File: config.mk
export PLATFORM = sky130hd
export DESIGN_NAME = xor_range_file
export DESIGN_NICKNAME = d
export VERILOG_FILES = /design/src/rtl/xor_range_file.sv
export SDC_FILE = /design/constraint.sdc
export NUM_CORES = 1
export LEC_CHECK = 0
export CAP_MARGIN = 20
export CORE_ASPECT_RATIO = 1.4
export CORE_MARGIN = 3
export CORE_UTILIZATION = 25
export CTS_BUF_LIST = sky130_fd_sc_hd__clkbuf_16
export DETAILED_ROUTE_END_ITERATION = 6
export GPL_ROUTABILITY_DRIVEN = 0
export SLEW_MARGIN = 20
export SYNTH_ARGS = -nofsm -noshare
export SYNTH_HDL_FRONTEND = slang
export SYNTH_SLANG_ARGS = --single-unit
File: constraint.sdc
create_clock -name clk -period 6.7 [get_ports clk]
set_input_delay 1.34 -clock clk [delete_from_list [all_inputs] [get_ports clk]]
set_output_delay 1.34 -clock clk [all_outputs]
set_load 0.005 [all_outputs]
File: src/rtl/xor_range_file.sv
// ---------------------------------------------------------------------------
// xor_range_file
//   Multi-bit XOR register file of DEPTH entries, DATA_W bits each.
//   Supports point-XOR update, bulk clear and range-XOR query. Queries are
//   serviced by a scan engine that folds up to LANES entries per cycle and
//   return their result over a valid/ready response channel.
//
// Parameters
//   DATA_W  width of each entry and of update/response data
//   DEPTH   number of entries (>= 2, any value)
//   LANES   entries folded per scan cycle (1..DEPTH)
//   IDX_W   index width, derived from DEPTH
//
// Ports
//   clk        rising-edge clock
//   reset      asynchronous, active-high reset
//   req_valid  request present
//   req_ready  request accepted on req_valid & req_ready (high only in IDLE)
//   req_op     00 none, 01 QUERY, 10 UPDATE, 11 CLEAR
//   req_lo     QUERY range start / UPDATE target index
//   req_hi     QUERY range end (inclusive)
//   req_val    UPDATE operand
//   rsp_valid  query result present
//   rsp_ready  result consumed on rsp_valid & rsp_ready
//   rsp_data   XOR of all entries in the queried range (0 on error)
//   rsp_err    query range was illegal
//
// Build option
//   RANGE_WRAP_EN  when defined, lo > hi is a legal range that wraps from
//                  DEPTH-1 back to 0; otherwise lo > hi is rejected.
// ---------------------------------------------------------------------------
module xor_range_file #(
  parameter  int DATA_W = 8,
  parameter  int DEPTH  = 16,
  parameter  int LANES  = 4,
  localparam int IDX_W  = $clog2(DEPTH)
) (
  input  logic              clk,
  input  logic              reset,
  input  logic              req_valid,
  output logic              req_ready,
  input  logic [1:0]        req_op,
  input  logic [IDX_W-1:0]  req_lo,
  input  logic [IDX_W-1:0]  req_hi,
  input  logic [DATA_W-1:0] req_val,
  output logic              rsp_valid,
  input  logic              rsp_ready,
  output logic [DATA_W-1:0] rsp_data,
  output logic              rsp_err
);

  // PW holds an index plus one carry bit (ptr + offset < 2*DEPTH).
  // NW holds a range length 0..DEPTH.
  localparam int PW = IDX_W + 1;
  localparam int NW = $clog2(DEPTH + 1);

  typedef enum logic [1:0] {
    ST_IDLE = 2'b00,
    ST_SCAN = 2'b01,
    ST_DONE = 2'b10
  } state_e;

  typedef enum logic [1:0] {
    OP_NONE   = 2'b00,
    OP_QUERY  = 2'b01,
    OP_UPDATE = 2'b10,
    OP_CLEAR  = 2'b11
  } op_e;

  state_e            state_q, state_d;
  logic [DATA_W-1:0] mem_q [DEPTH];
  logic [DATA_W-1:0] mem_d [DEPTH];
  logic [DATA_W-1:0] acc_q, acc_d;
  logic [IDX_W-1:0]  ptr_q, ptr_d;
  logic [NW-1:0]     n_q, n_d;
  logic              err_q, err_d;
  logic [DATA_W-1:0] rsp_data_q, rsp_data_d;
  logic              rsp_err_q, rsp_err_d;

  op_e               req_op_e;
  logic              lo_ok;
  logic              hi_ok;
  logic              range_ok;
  logic [NW-1:0]     range_len;
  logic [NW-1:0]     k;
  logic [PW-1:0]     lane_idx;
  logic [PW-1:0]     ptr_sum;
  logic [DATA_W-1:0] fold;

  assign req_op_e = op_e'(req_op);

  // ---------------------------------------------------------------------
  // Range decode for an incoming QUERY
  // ---------------------------------------------------------------------
  assign lo_ok = ({1'b0, req_lo} < PW'(DEPTH));
  assign hi_ok = ({1'b0, req_hi} < PW'(DEPTH));

`ifdef RANGE_WRAP_EN
  always_comb begin
    range_ok = lo_ok && hi_ok;
    if (req_lo <= req_hi) begin
      range_len = NW'(req_hi) - NW'(req_lo) + NW'(1);
    end else begin
      // lo..DEPTH-1 followed by 0..hi
      range_len = NW'(DEPTH) - NW'(req_lo) + NW'(req_hi) + NW'(1);
    end
  end
`else
  always_comb begin
    range_ok  = lo_ok && hi_ok && (req_lo <= req_hi);
    range_len = NW'(req_hi) - NW'(req_lo) + NW'(1);
  end
`endif

  // ---------------------------------------------------------------------
  // Scan datapath: fold up to LANES entries starting at ptr_q. Lane
  // indices wrap modulo DEPTH so one chunk may straddle the end of the
  // file when wrapped ranges are enabled.
  // ---------------------------------------------------------------------
  assign k = (n_q < NW'(LANES)) ? n_q : NW'(LANES);

  always_comb begin
    fold     = '0;
    lane_idx = '0;
    for (int unsigned l = 0; l < LANES; l++) begin
      lane_idx = {1'b0, ptr_q} + PW'(l);
      if (lane_idx >= PW'(DEPTH)) begin
        lane_idx = lane_idx - PW'(DEPTH);
      end
      if (NW'(l) < n_q) begin
        fold = fold ^ mem_q[lane_idx[IDX_W-1:0]];
      end
    end
  end

  always_comb begin
    ptr_sum = {1'b0, ptr_q} + PW'(k);
    if (ptr_sum >= PW'(DEPTH)) begin
      ptr_sum = ptr_sum - PW'(DEPTH);
    end
  end

  // ---------------------------------------------------------------------
  // Next-state and output logic
  // ---------------------------------------------------------------------
  always_comb begin
    state_d    = state_q;
    acc_d      = acc_q;
    ptr_d      = ptr_q;
    n_d        = n_q;
    err_d      = err_q;
    rsp_data_d = rsp_data_q;
    rsp_err_d  = rsp_err_q;
    mem_d      = mem_q;
    req_ready  = 1'b0;
    rsp_valid  = 1'b0;

    case (state_q)
      ST_IDLE: begin
        req_ready = 1'b1;
        if (req_valid) begin
          case (req_op_e)
            OP_UPDATE: begin
              if (lo_ok) begin
                mem_d[req_lo] = mem_q[req_lo] ^ req_val;
              end
            end
            OP_CLEAR: begin
              for (int unsigned i = 0; i < DEPTH; i++) begin
                mem_d[i] = '0;
              end
            end
            OP_QUERY: begin
              // An illegal query runs one SCAN cycle with nothing to fold
              // and err_q set, so it answers one edge after acceptance
              // through the same completion path as a single-entry query.
              acc_d   = '0;
              state_d = ST_SCAN;
              if (range_ok) begin
                ptr_d = req_lo;
                n_d   = range_len;
                err_d = 1'b0;
              end else begin
                ptr_d = '0;
                n_d   = '0;
                err_d = 1'b1;
              end
            end
            default: ;
          endcase
        end
      end

      ST_SCAN: begin
        acc_d = acc_q ^ fold;
        ptr_d = ptr_sum[IDX_W-1:0];
        n_d   = n_q - k;
        if (n_q == k) begin
          state_d    = ST_DONE;
          rsp_err_d  = err_q;
          rsp_data_d = err_q ? '0 : (acc_q ^ fold);
        end
      end

      ST_DONE: begin
        rsp_valid = 1'b1;
        if (rsp_ready) begin
          state_d = ST_IDLE;
        end
      end

      default: begin
        state_d = ST_IDLE;
      end
    endcase
  end

  // ---------------------------------------------------------------------
  // State registers
  // ---------------------------------------------------------------------
  always_ff @(posedge clk or posedge reset) begin
    if (reset) begin
      state_q    <= ST_IDLE;
      acc_q      <= '0;
      ptr_q      <= '0;
      n_q        <= '0;
      err_q      <= 1'b0;
      rsp_data_q <= '0;
      rsp_err_q  <= 1'b0;
      for (int unsigned i = 0; i < DEPTH; i++) begin
        mem_q[i] <= '0;
      end
    end else begin
      state_q    <= state_d;
      acc_q      <= acc_d;
      ptr_q      <= ptr_d;
      n_q        <= n_d;
      err_q      <= err_d;
      rsp_data_q <= rsp_data_d;
      rsp_err_q  <= rsp_err_d;
      for (int unsigned i = 0; i < DEPTH; i++) begin
        mem_q[i] <= mem_d[i];
      end
    end
  end

  assign rsp_data = rsp_data_q;
  assign rsp_err  = rsp_err_q;

endmodule
==> flow_summary.json <==
{
  "relSlewSlack_pct": 32.5,
  "synth-adder-area-share_pct": 2.35,
  "tightest_slew_ns": 1.01,
  "hold_violations": 0,
  "clock-sinks": 157,
  "p_sw_mw": 2.11,
  "switching_share_pct": 42.6,
  "coreArea_um2": 46400,
  "clk_latency_ns": 0.46,
  "syn_nets": 948,
  "grt_max_degree": 72,
  "p_int_mw": 2.84,
  "synth-xor-area-share_pct": 3.74,
  "p_per_area_nw_per_um2": 368,
  "fin_nets": 970,
  "num_vias": 9173,
  "initial_core_util_pct": 25.5,
  "power.leakage_nw": 5.31,
  "synthMuxAreaShare_pct": 35.5,
  "drc": 0,
  "yosysWarnings": 0,
  "holdBufCountCts": 0,
  "fin_ws_ns": 2.34,
  "design_area_um2": 13400,
  "drt-total-wl_um": 41400,
  "path_class": "flop to flop",
  "synth_area_leaders": "dfrtp_1, mux4_2, a22o_1, mux2i_1, ha_1",
  "die_w_um": 190,
  "n_antenna_cell": 0,
  "drt_iter0_markers": 873,
  "antenna_found_initial": 0,
  "post_drt_wl_per_cell_um": 26.6,
  "cp_top_family": "buffers and inverters",
  "power_frac_clock_pct": 20.0,
  "syn_inst": 905,
  "drtAntennaViolNets": 0,
  "cts_htree_levels": 4,
  "period_minus_slack_ns": 4.36,
  "viasPerCell": 5.89,
  "die_height_um": 263,
  "clkTransAtPathRegs_ns": 0.07,
  "hold_path.class": "flop to flop",
  "placed_cell_area_um2": 12800,
  "pwr-share-comb_pct": 51.1,
  "synth_compound_area_share_pct": 15.9,
  "synth_top_area_share_pct": 33.2,
  "rows": 93,
  "start_kind": "flop",
  "yosysSeqAreaShare_pct": 33.2,
  "slew_viol_final": 0,
  "place_ws_ns": 1.92,
  "cp.arrival_ns": 4.75,
  "status": "complete, no violations",
  "cts_tree": "built",
  "grt_pass1_wl_um": 60600,
  "worstPathRequired_ns": 7.09,
  "fillers": 4632,
  "path_buf_inv": 2,
  "synthArstFlopShare_pct": 100,
  "synth-simple-area-share_pct": 4.41,
  "synth-edff-count": 0,
  "fin_skew_ns": 0.0120,
  "dp_hpwl_um": 27900,
  "seqPwrFrac_pct": 28.9,
  "io_buffer_count": 32,
  "drive_gt1_share_pct": 28.1,
  "cts_root_buf": "clkbuf_16",
  "syn_avg_cell_area_um2": 13.1,
  "cp_max_fo": 60,
  "power_mw": 4.95,
  "grt-ovfl-total": 0,
  "synth_top_family_by_area": "multiplexers",
  "use_met2_pct": 27.2,
  "hold_depth": 2,
  "slowest_stage": "buf_4",
  "drv_cap": 0,
  "netlist_area_um2": 11800,
  "ys_ff_latch": 157,
  "final_cells": 1557,
  "reg2regPathDepth": 10,
  "synth-main-ff-cell": "dfrtp_1",
  "cp_slowest_stage_delay_ns": 0.83,
  "dpl.cell_count": 1525,
  "postCtsSetupBuffers": 0,
  "yosys.area.top_type": "dfrtp_1",
  "synth.distinct_cells": 58,
  "tns_ns": 0,
  "cts-buffers-inserted": 17,
  "grt_pass1_vias": 9232,
  "ios": 33,
  "ir_drop_mv": 0.291,
  "setup_viol": 0,
  "use_met1_pct": 17.8,
  "fmax_mhz": 229,
  "grt_use_met3_pct": 3.61,
  "crit_cells": 10,
  "area_growth_pct": 13.7,
  "top_usage_layer": "met2",
  "cts_resized": 0,
  "die-area_um2": 50000,
  "clock_path_buffers": 2,
  "grt_usage_pct": 16.4,
  "finalCritPeriodShare_pct": 65.1,
  "final_util_pct": 29.0,
  "drt-pass1-iter-count": 7,
  "cp-end-kind": "flop",
  "rsz0062_at_grt": "no",
  "path_cells": "buf_4 > ha_1 > xnor2_4 > buf_4 > mux4_2 > mux4_2 > o21ai_2 > xnor2_1 > xnor2_1 > a22o_1",
  "holdWs_ns": 0.486
}
-- path summary, 6_finish.rpt --
check,from,end,slack [ns]
setup / recovery,ptr_q[0],acc_q[0],2.34
hold / removal,rsp_data[3],rsp_data[3],0.49
setup reg to reg,ptr_q[0],acc_q[0],2.34
hold reg to reg,rsp_data[3],rsp_data[3],0.49
max in group asynchronous,reset,mem_q[74],4.04
min in group asynchronous,reset,mem_q[27],1.32
-- Yosys cell counts, types with 3 or more instances --
master and count:
buf_8 3, nor3_1 8, nor2_1 43, a22oi_1 4
buf_6 12, o31ai_2 3, buf_1 7, a31oi_1 3
mux4_2 147, or2_2 4, xor2_1 20, clkbuf_1 15
inv_1 23, mux4_1 5, nand2b_1 4, nand3_1 8
o21ai_1 11, buf_2 27, nor2b_1 4, a21oi_1 17
a22o_1 142, xnor2_1 23, o21ai_0 21, buf_4 8
and2_1 4, nand2_1 30, dfrtp_1 157, o211ai_1 4
o22ai_1 20, mux2i_1 66, ha_1 19, mux2_2 9
-- cells in the final DEF (no fill, tap or decap), types with 9 or more instances in the layout --
cell / instances
xnor2_1: 23
nor2_1: 39
clkbuf_16: 17
mux4_2: 147
dfrtp_1: 154
buf_4: 44
o21ai_0: 16
a21oi_1: 17
nand2_1: 30
mux2_2: 9
a22o_1: 142
ha_1: 19
xor2_1: 12
o21ai_1: 13
o22ai_1: 20
inv_1: 23
clkdlybuf4s50_1: 30
mux2i_1: 66
-- area by class of cell --
class | instances | area [um^2] | share of cell area, %
multi-input combinational | 651 | 7430 | 55.2
timing repair buffer | 76 | 641 | 4.76
tap | 617 | 772 | 5.74
clock buffer | 17 | 425 | 3.16
inverter | 24 | 95.1 | 0.707
clock inverter | 15 | 155 | 1.15
sequential | 157 | 3940 | 29.3
-- logic make-up after synthesis --
kind of cell             after synthesis
AO/OA/AOI/OAI                        242
multiplexers                         227
flip-flops                           157
AND/OR/NAND/NOR                      114
buffers and inverters                 97
XOR/XNOR                              46
adder cells (fa/ha/maj)               21
other                                  1
-- tightest hold or removal path: stages, from the launching register on --
cell and delay [ns]:
dfrtp_1 0.34, nand2_1 0.05, o31ai_1 0.05
-- state kept, by name, summed over array words and instances, names as in the netlist --
| signal | flops |
|---|---|
| state_q | 2 |
| err_q | 1 |
| rsp_err | 1 |
| n_q | 5 |
| ptr_q | 4 |
| rsp_data | 8 |
| mem_q | 128 |
| acc_q | 8 |
-- power groups by stage --
stage | Clock (mW) | Combinational [mW] | Sequential [mW]
after floorplan | 0 | 1.98 | 1.27
after global placement | 0 | 2.47 | 1.43
after detailed placement | 0 | 2.51 | 1.44
after CTS | 1.00 | 2.51 | 1.42
after global routing | 1.04 | 2.67 | 1.46
final | 0.988 | 2.53 | 1.43
-- metal layers --
layer  up-vias  share of wire, %
li1       3726                 -
met1      4731                33
met2       537                49
met3       179               8.1
met4         0               9.2
met5         -                 0
Power figures use the tool's default switching activity.
